$ cat src/rtl/uart_verici_param_pkg.sv
// Shared encodings for the parametrised UART transmitter: parity modes,
// frame FSM states and a parity-enable helper.
package uart_verici_param_pkg;

  localparam logic [1:0] PARITE_YOK  = 2'd0;
  localparam logic [1:0] PARITE_CIFT = 2'd1;
  localparam logic [1:0] PARITE_TEK  = 2'd2;

  localparam logic [2:0] BOSTA  = 3'd0;
  localparam logic [2:0] BASLA  = 3'd1;
  localparam logic [2:0] VERI   = 3'd2;
  localparam logic [2:0] PARITE = 3'd3;
  localparam logic [2:0] DURMA  = 3'd4;

  // Mode 3 is an alias of "no parity".
  function automatic logic parite_etkin(input logic [1:0] mod);
    return (mod == PARITE_CIFT) || (mod == PARITE_TEK);
  endfunction

endpackage

$ cat src/rtl/uart_verici_fifo.sv
// Synchronous FIFO with registered empty/full flags; writes are dropped
// when full and reads are ignored when empty.
module uart_verici_fifo #(
  parameter int GENISLIK = 8,
  parameter int DERINLIK = 8
) (
  input  logic                clk_i,
  input  logic                rst_i,
  input  logic                push_i,
  input  logic                pop_i,
  input  logic [GENISLIK-1:0] veri_i,
  output logic [GENISLIK-1:0] veri_o,
  output logic                bos_o,
  output logic                dolu_o
);

  localparam int AW = $clog2(DERINLIK);

  logic [GENISLIK-1:0] r_mem [DERINLIK];
  logic [AW-1:0]       r_yaz;
  logic [AW-1:0]       r_oku;
  logic [AW:0]         r_sayi;
  logic [AW:0]         w_sayi_n;
  logic                r_bos;
  logic                r_dolu;
  logic                w_push;
  logic                w_pop;

  assign w_push = push_i && !r_dolu;
  assign w_pop  = pop_i && !r_bos;

  always_comb begin
    w_sayi_n = r_sayi;
    if (w_push && !w_pop)
      w_sayi_n = r_sayi + (AW+1)'(1);
    else if (!w_push && w_pop)
      w_sayi_n = r_sayi - (AW+1)'(1);
  end

  always_ff @(posedge clk_i) begin
    if (rst_i) begin
      r_yaz  <= '0;
      r_oku  <= '0;
      r_sayi <= '0;
      r_bos  <= 1'b1;
      r_dolu <= 1'b0;
    end else begin
      if (w_push) r_yaz <= r_yaz + AW'(1);
      if (w_pop)  r_oku <= r_oku + AW'(1);
      r_sayi <= w_sayi_n;
      r_bos  <= (w_sayi_n == '0);
      r_dolu <= (w_sayi_n == (AW+1)'(DERINLIK));
    end
  end

  always_ff @(posedge clk_i) begin
    if (w_push) r_mem[r_yaz] <= veri_i;
  end

  assign veri_o = r_mem[r_oku];
  assign bos_o  = r_bos;
  assign dolu_o = r_dolu;

endmodule

$ cat src/rtl/uart_verici_param.sv
// Parametrised UART transmitter: FIFO-fed frame FSM with runtime parity and
// stop-bit selection; configuration is latched when each frame starts.
module uart_verici_param
  import uart_verici_param_pkg::*;
#(
  parameter int VERI_BIT      = 8,
  parameter int FIFO_DERINLIK = 8,
  parameter int BAUD_GENISLIK = 16
) (
  input  logic                     clk_i,
  input  logic                     rst_i,
  input  logic                     veri_gecerli_i,
  input  logic [VERI_BIT-1:0]      veri_i,
  output logic                     veri_hazir_o,
  input  logic [BAUD_GENISLIK-1:0] baud_div_i,
  input  logic [1:0]               parite_mod_i,
  input  logic                     durma_iki_i,
  output logic                     tx_o,
  output logic                     mesgul_o,
  output logic                     bitti_o,
  output logic                     fifo_bos_o,
  output logic                     fifo_dolu_o
);

  localparam int BW = $clog2(VERI_BIT);
  localparam logic [BW-1:0] SON_BIT = BW'(VERI_BIT - 1);

  function automatic logic parite_hesapla(input logic [VERI_BIT-1:0] d,
                                          input logic [1:0]          mod);
    return (^d) ^ (mod == PARITE_TEK);
  endfunction

  logic [VERI_BIT-1:0]      w_fifo_veri;
  logic                     w_bos;
  logic                     w_dolu;
  logic                     w_pop;
  logic                     w_bit_son;
  logic                     w_son_durma;
  logic [2:0]               r_durum;
  logic [BAUD_GENISLIK-1:0] r_baud;
  logic [BAUD_GENISLIK-1:0] r_p;
  logic [1:0]               r_pmod;
  logic                     r_iki;
  logic [BW-1:0]            r_bit;
  logic [VERI_BIT-1:0]      r_shift;
  logic                     r_parite;
  logic                     r_tx;
  logic                     r_mesgul;
  logic                     r_bitti;

  uart_verici_fifo #(.GENISLIK(VERI_BIT), .DERINLIK(FIFO_DERINLIK)) u_fifo (
    .clk_i  (clk_i),
    .rst_i  (rst_i),
    .push_i (veri_gecerli_i),
    .pop_i  (w_pop),
    .veri_i (veri_i),
    .veri_o (w_fifo_veri),
    .bos_o  (w_bos),
    .dolu_o (w_dolu)
  );

  assign w_bit_son   = (r_baud == r_p - BAUD_GENISLIK'(1));
  // r_bit counts stop periods in DURMA, so bit 0 marks the second stop.
  assign w_son_durma = (r_durum == DURMA) && w_bit_son && (!r_iki || r_bit[0]);
  assign w_pop       = !w_bos && ((r_durum == BOSTA) || w_son_durma);

  always_ff @(posedge clk_i) begin
    if (rst_i) begin
      r_durum  <= BOSTA;
      r_baud   <= '0;
      r_bit    <= '0;
      r_p      <= BAUD_GENISLIK'(1);
      r_pmod   <= PARITE_YOK;
      r_iki    <= 1'b0;
      r_tx     <= 1'b1;
      r_mesgul <= 1'b0;
      r_bitti  <= 1'b0;
    end else begin
      r_bitti <= 1'b0;
      if (w_pop) begin
        r_durum  <= BASLA;
        r_baud   <= '0;
        r_tx     <= 1'b0;
        r_mesgul <= 1'b1;
        r_p      <= (baud_div_i == '0) ? BAUD_GENISLIK'(1) : baud_div_i;
        r_pmod   <= parite_mod_i;
        r_iki    <= durma_iki_i;
        if (w_son_durma) r_bitti <= 1'b1;
      end else begin
        case (r_durum)
          BOSTA: r_tx <= 1'b1;
          BASLA: begin
            if (w_bit_son) begin
              r_baud  <= '0;
              r_bit   <= '0;
              r_durum <= VERI;
              r_tx    <= r_shift[0];
            end else r_baud <= r_baud + BAUD_GENISLIK'(1);
          end
          VERI: begin
            if (w_bit_son) begin
              r_baud <= '0;
              if (r_bit == SON_BIT) begin
                r_bit <= '0;
                if (parite_etkin(r_pmod)) begin
                  r_durum <= PARITE;
                  r_tx    <= r_parite;
                end else begin
                  r_durum <= DURMA;
                  r_tx    <= 1'b1;
                end
              end else begin
                r_bit <= r_bit + BW'(1);
                r_tx  <= r_shift[1];
              end
            end else r_baud <= r_baud + BAUD_GENISLIK'(1);
          end
          PARITE: begin
            if (w_bit_son) begin
              r_baud  <= '0;
              r_bit   <= '0;
              r_durum <= DURMA;
              r_tx    <= 1'b1;
            end else r_baud <= r_baud + BAUD_GENISLIK'(1);
          end
          DURMA: begin
            if (w_bit_son) begin
              r_baud <= '0;
              if (w_son_durma) begin
                r_bitti  <= 1'b1;
                r_mesgul <= 1'b0;
                r_durum  <= BOSTA;
              end else r_bit <= r_bit + BW'(1);
            end else r_baud <= r_baud + BAUD_GENISLIK'(1);
          end
          default: r_durum <= BOSTA;
        endcase
      end
    end
  end

  // Shift register and parity are datapath only; they reload on every pop.
  always_ff @(posedge clk_i) begin
    if (w_pop) begin
      r_shift  <= w_fifo_veri;
      r_parite <= parite_hesapla(w_fifo_veri, parite_mod_i);
    end else if ((r_durum == VERI) && w_bit_son) begin
      r_shift <= r_shift >> 1;
    end
  end

  assign tx_o         = r_tx;
  assign mesgul_o     = r_mesgul;
  assign bitti_o      = r_bitti;
  assign fifo_bos_o   = w_bos;
  assign fifo_dolu_o  = w_dolu;
  assign veri_hazir_o = !w_dolu;

endmodule

$ cat config.mk
export PLATFORM = sky130hd
export DESIGN_NAME = uart_verici_param
export DESIGN_NICKNAME = d
export VERILOG_FILES = /design/src/rtl/uart_verici_param_pkg.sv /design/src/rtl/uart_verici_fifo.sv /design/src/rtl/uart_verici_param.sv
export SDC_FILE = /design/constraint.sdc
export NUM_CORES = 1
export LEC_CHECK = 0
export CAP_MARGIN = 5
export CORE_UTILIZATION = 50
export CTS_BUF_LIST = sky130_fd_sc_hd__clkbuf_2 sky130_fd_sc_hd__clkbuf_4 sky130_fd_sc_hd__clkbuf_8
export CTS_CLUSTER_SIZE = 28
export DETAILED_ROUTE_END_ITERATION = 8
export PLACE_DENSITY_LB_ADDON = 0.2
export SLEW_MARGIN = 20
export SYNTH_ARGS = -nofsm -noshare
export SYNTH_HDL_FRONTEND = slang
export SYNTH_SLANG_ARGS = --single-unit
$ cat constraint.sdc
create_clock -name clk_i -period 9.2 [get_ports clk_i]
set_clock_uncertainty 0.2 [all_clocks]
set_input_delay 1.38 -clock clk_i [delete_from_list [all_inputs] [get_ports clk_i]]
set_output_delay 1.38 -clock clk_i [all_outputs]
set_load 0.005 [all_outputs]
==> results.json <==
{
  "irDropWorstVdd_uv": 156,
  "synth-edff-count": 73,
  "path_max_fanout": 27,
  "clkLatencyLatePin_ps": 450,
  "startpoint": "r_p[2]",
  "fin_util": 0.583,
  "vias_per_cell": 5.56,
  "nFillCells": 961,
  "synthCells": 514,
  "cts.reportedPaths.clkPinSlew_ps": 80,
  "startpoint_type": "register",
  "drt-wirelength-per-cell_um": 16.5,
  "grt_max_degree": 28,
  "r2r-start": "r_p[2]",
  "synth_seq_cells": 132,
  "grt_overflow_total": 0,
  "dr.pass1.iters": 4,
  "finalSetupViolCount": 0,
  "p_comb_frac": 0.333,
  "chipHeight_um": 113,
  "drv_cap": 0,
  "internal-power_uw": 1350,
  "r2r-end": "u_fifo.bos_o",
  "syn-num-nets": 552,
  "via_count": 3948,
  "design.die.area_um2": 12700,
  "crit_path_end": "u_fifo.bos_o",
  "areaGrowthSynthToFinish_pct": 14.2,
  "die_x_um": 113,
  "dp_hpwl_mm": 8.13,
  "power.share.clock": 0.260,
  "drt.antenna.violating_nets": 0,
  "synthFlopType": "edfxtp_1",
  "grt_setup_unrepaired": "no",
  "relSlewSlack": 0.346,
  "yosysWarnings": 0,
  "grt_usage": 0.204,
  "initial_core_util": 0.511,
  "drive_above_1_share": 0.137,
  "drtIter0Drc": 207,
  "cts_hold_buf": 0,
  "hold_violations": 0,
  "worst_pin_slew_ps": 975,
  "layout_commonest_cell": "edfxtp_1",
  "gp_congestion": 0.817,
  "core_area_um2": 12000,
  "min_path_type": "register to register",
  "busiest_layer": "met2",
  "cts_buffers": 17,
  "clock.fmax_ghz": 0.240,
  "post-route-period-util": 0.453,
  "outcome": "complete, no violations",
  "drt_wl_total_mm": 11.7,
  "swShare": 0.332,
  "first_global_vias": 3918,
  "synth_area_um2": 6110,
  "yosysSeqAreaShare": 0.552,
  "htree_levels": 4,
  "p_seq_frac": 0.407,
  "cts.sinks": 132,
  "seq_area_um2": 3370,
  "met1_usage": 0.249,
  "yosysUniqueCellTypes": 67,
  "p_per_area_nw_per_um2": 289,
  "cts_tree": "done",
  "worstHoldStart": "mesgul_o",
  "cts_root_buffer": "clkbuf_8",
  "post_cts_buffers": 0,
  "fin_nets": 588,
  "period_minus_slack_ps": 4170,
  "ctsResizeCount": 0,
  "multi_input_area_um2": 2540,
  "grt_use_met3": 0.0508,
  "p_leak_uw": 0.00242,
  "r2r_cells": 11,
  "path_class": "register to register",
  "met2_usage": 0.346,
  "setup_tns_ps": 0,
  "ff2ff_setup_slack_ps": 5030,
  "final_cell_mix": "edfxtp_1, nor2_1, dfxtp_1, nand2_1, clkdlybuf4s50_1",
  "antenna_found_initial": 0,
  "clockBufferDepth": 2,
  "drc": 0,
  "postSynthAreaPerCell_um2": 11.9,
  "p_sw_uw": 668,
  "pin_count": 36,
  "async_flop_share": 0,
  "num_antenna_cells": 0,
  "finalMaxSlewViolations": 0,
  "cp.arrival_ps": 4330,
  "required_ps": 9370,
  "grt_pass1_wl_mm": 19.4,
  "finalPower_uw": 2010,
  "portBuffers": 35,
  "num_rows": 40,
  "end_kind": "register"
}
-- power groups by stage --
stage / registers, uW / clock network [uW] / logic [uW]
final: 820 / 524 / 670
after global routing: 833 / 561 / 742
after CTS: 820 / 536 / 675
after detailed placement: 832 / 0 / 673
after global placement: 829 / 0 / 664
after floorplan: 792 / 0 / 575
-- per-stage QoR --
stage / hold WS, ps / setup WS [ps] / cell area (um^2) / std cells
after floorplan: 253 / 5190 / 6110 / 514
after global placement: 255 / 5010 / 6540 / 678
after detailed placement: 259 / 4890 / 6540 / 678
after CTS: 270 / 4880 / 6970 / 710
after global routing: 283 / 4660 / 6980 / 710
final: 266 / 5030 / 6980 / 710
-- flip-flops by register name, indices dropped and copies added, names as in the netlist, 2 cells and up, named ones only --
name,flops
u_fifo.r_sayi,4
r_pmod,2
u_fifo.r_mem,64
r_shift,8
r_baud,16
r_bit,3
r_durum,3
u_fifo.r_yaz,3
u_fifo.r_oku,3
r_p,16
-- worst min path at each step --
stage,end,slack [ps],depth (start not counted)
after CTS,mesgul_o,270,2
final,mesgul_o,270,2
after detailed placement,mesgul_o,260,2
after global placement,mesgul_o,250,2
after global routing,mesgul_o,280,2
after floorplan,mesgul_o,250,2
-- critical path, stage by stage (launching register included) --
cell	delay (ps)
dfxtp_1	380
nor4_1	800
nand2_1	260
xnor2_1	180
mux2_2	270
o22a_2	230
nor4_4	470
a22oi_2	320
buf_4	330
xnor2_1	290
a31oi_1	160
o31ai_1	190
-- area by class of cell --
cell class,instances,area share
flip-flops and latches,132,0.483
multi-input cells,345,0.365
repair buffers,42,0.0577
clock buffers,19,0.0357
well taps,147,0.0264
clock inverters,13,0.0258
inverters,12,0.00646
-- synth_stat cells (3+ instances only) --
cell,n,area share
nand4_1,8,0.0082
inv_1,12,0.0074
nand3_1,9,0.0074
nor2b_1,4,0.0041
nand2b_1,5,0.0051
mux4_2,16,0.059
buf_6,4,0.0074
nor2_1,60,0.037
and3_1,6,0.0061
ha_1,8,0.016
a21oi_1,19,0.016
xor2_1,19,0.027
nand2_1,37,0.023
o21ai_0,16,0.013
nand4b_1,3,0.0043
mux2i_1,20,0.033
nor4_1,11,0.011
nor3_1,16,0.013
clkbuf_1,10,0.0061
dfxtp_1,59,0.19
edfxtp_1,73,0.36
or3_1,5,0.0051
a22o_1,10,0.014
nand3b_1,3,0.0037
xnor2_1,30,0.043
buf_2,3,0.0025
-- cells by family after synthesis --
| family | count (synthesis) | share of synthesized area |
|---|---|---|
| simple gates | 182 | 0.151 |
| flops | 132 | 0.552 |
| compound gates | 68 | 0.0787 |
| xor+xnor | 50 | 0.0746 |
| buf+inv | 37 | 0.0338 |
| mux | 37 | 0.0936 |
| fa+ha+maj | 8 | 0.0164 |
-- routing by layer --
metal | wire length [um] | vias up
li1 | - | 1963
met3 | 503 | 28
met4 | 294 | 0
met5 | 0 | -
met1 | 5100 | 1868
met2 | 5810 | 89
Power figures use the tool's default switching activity.
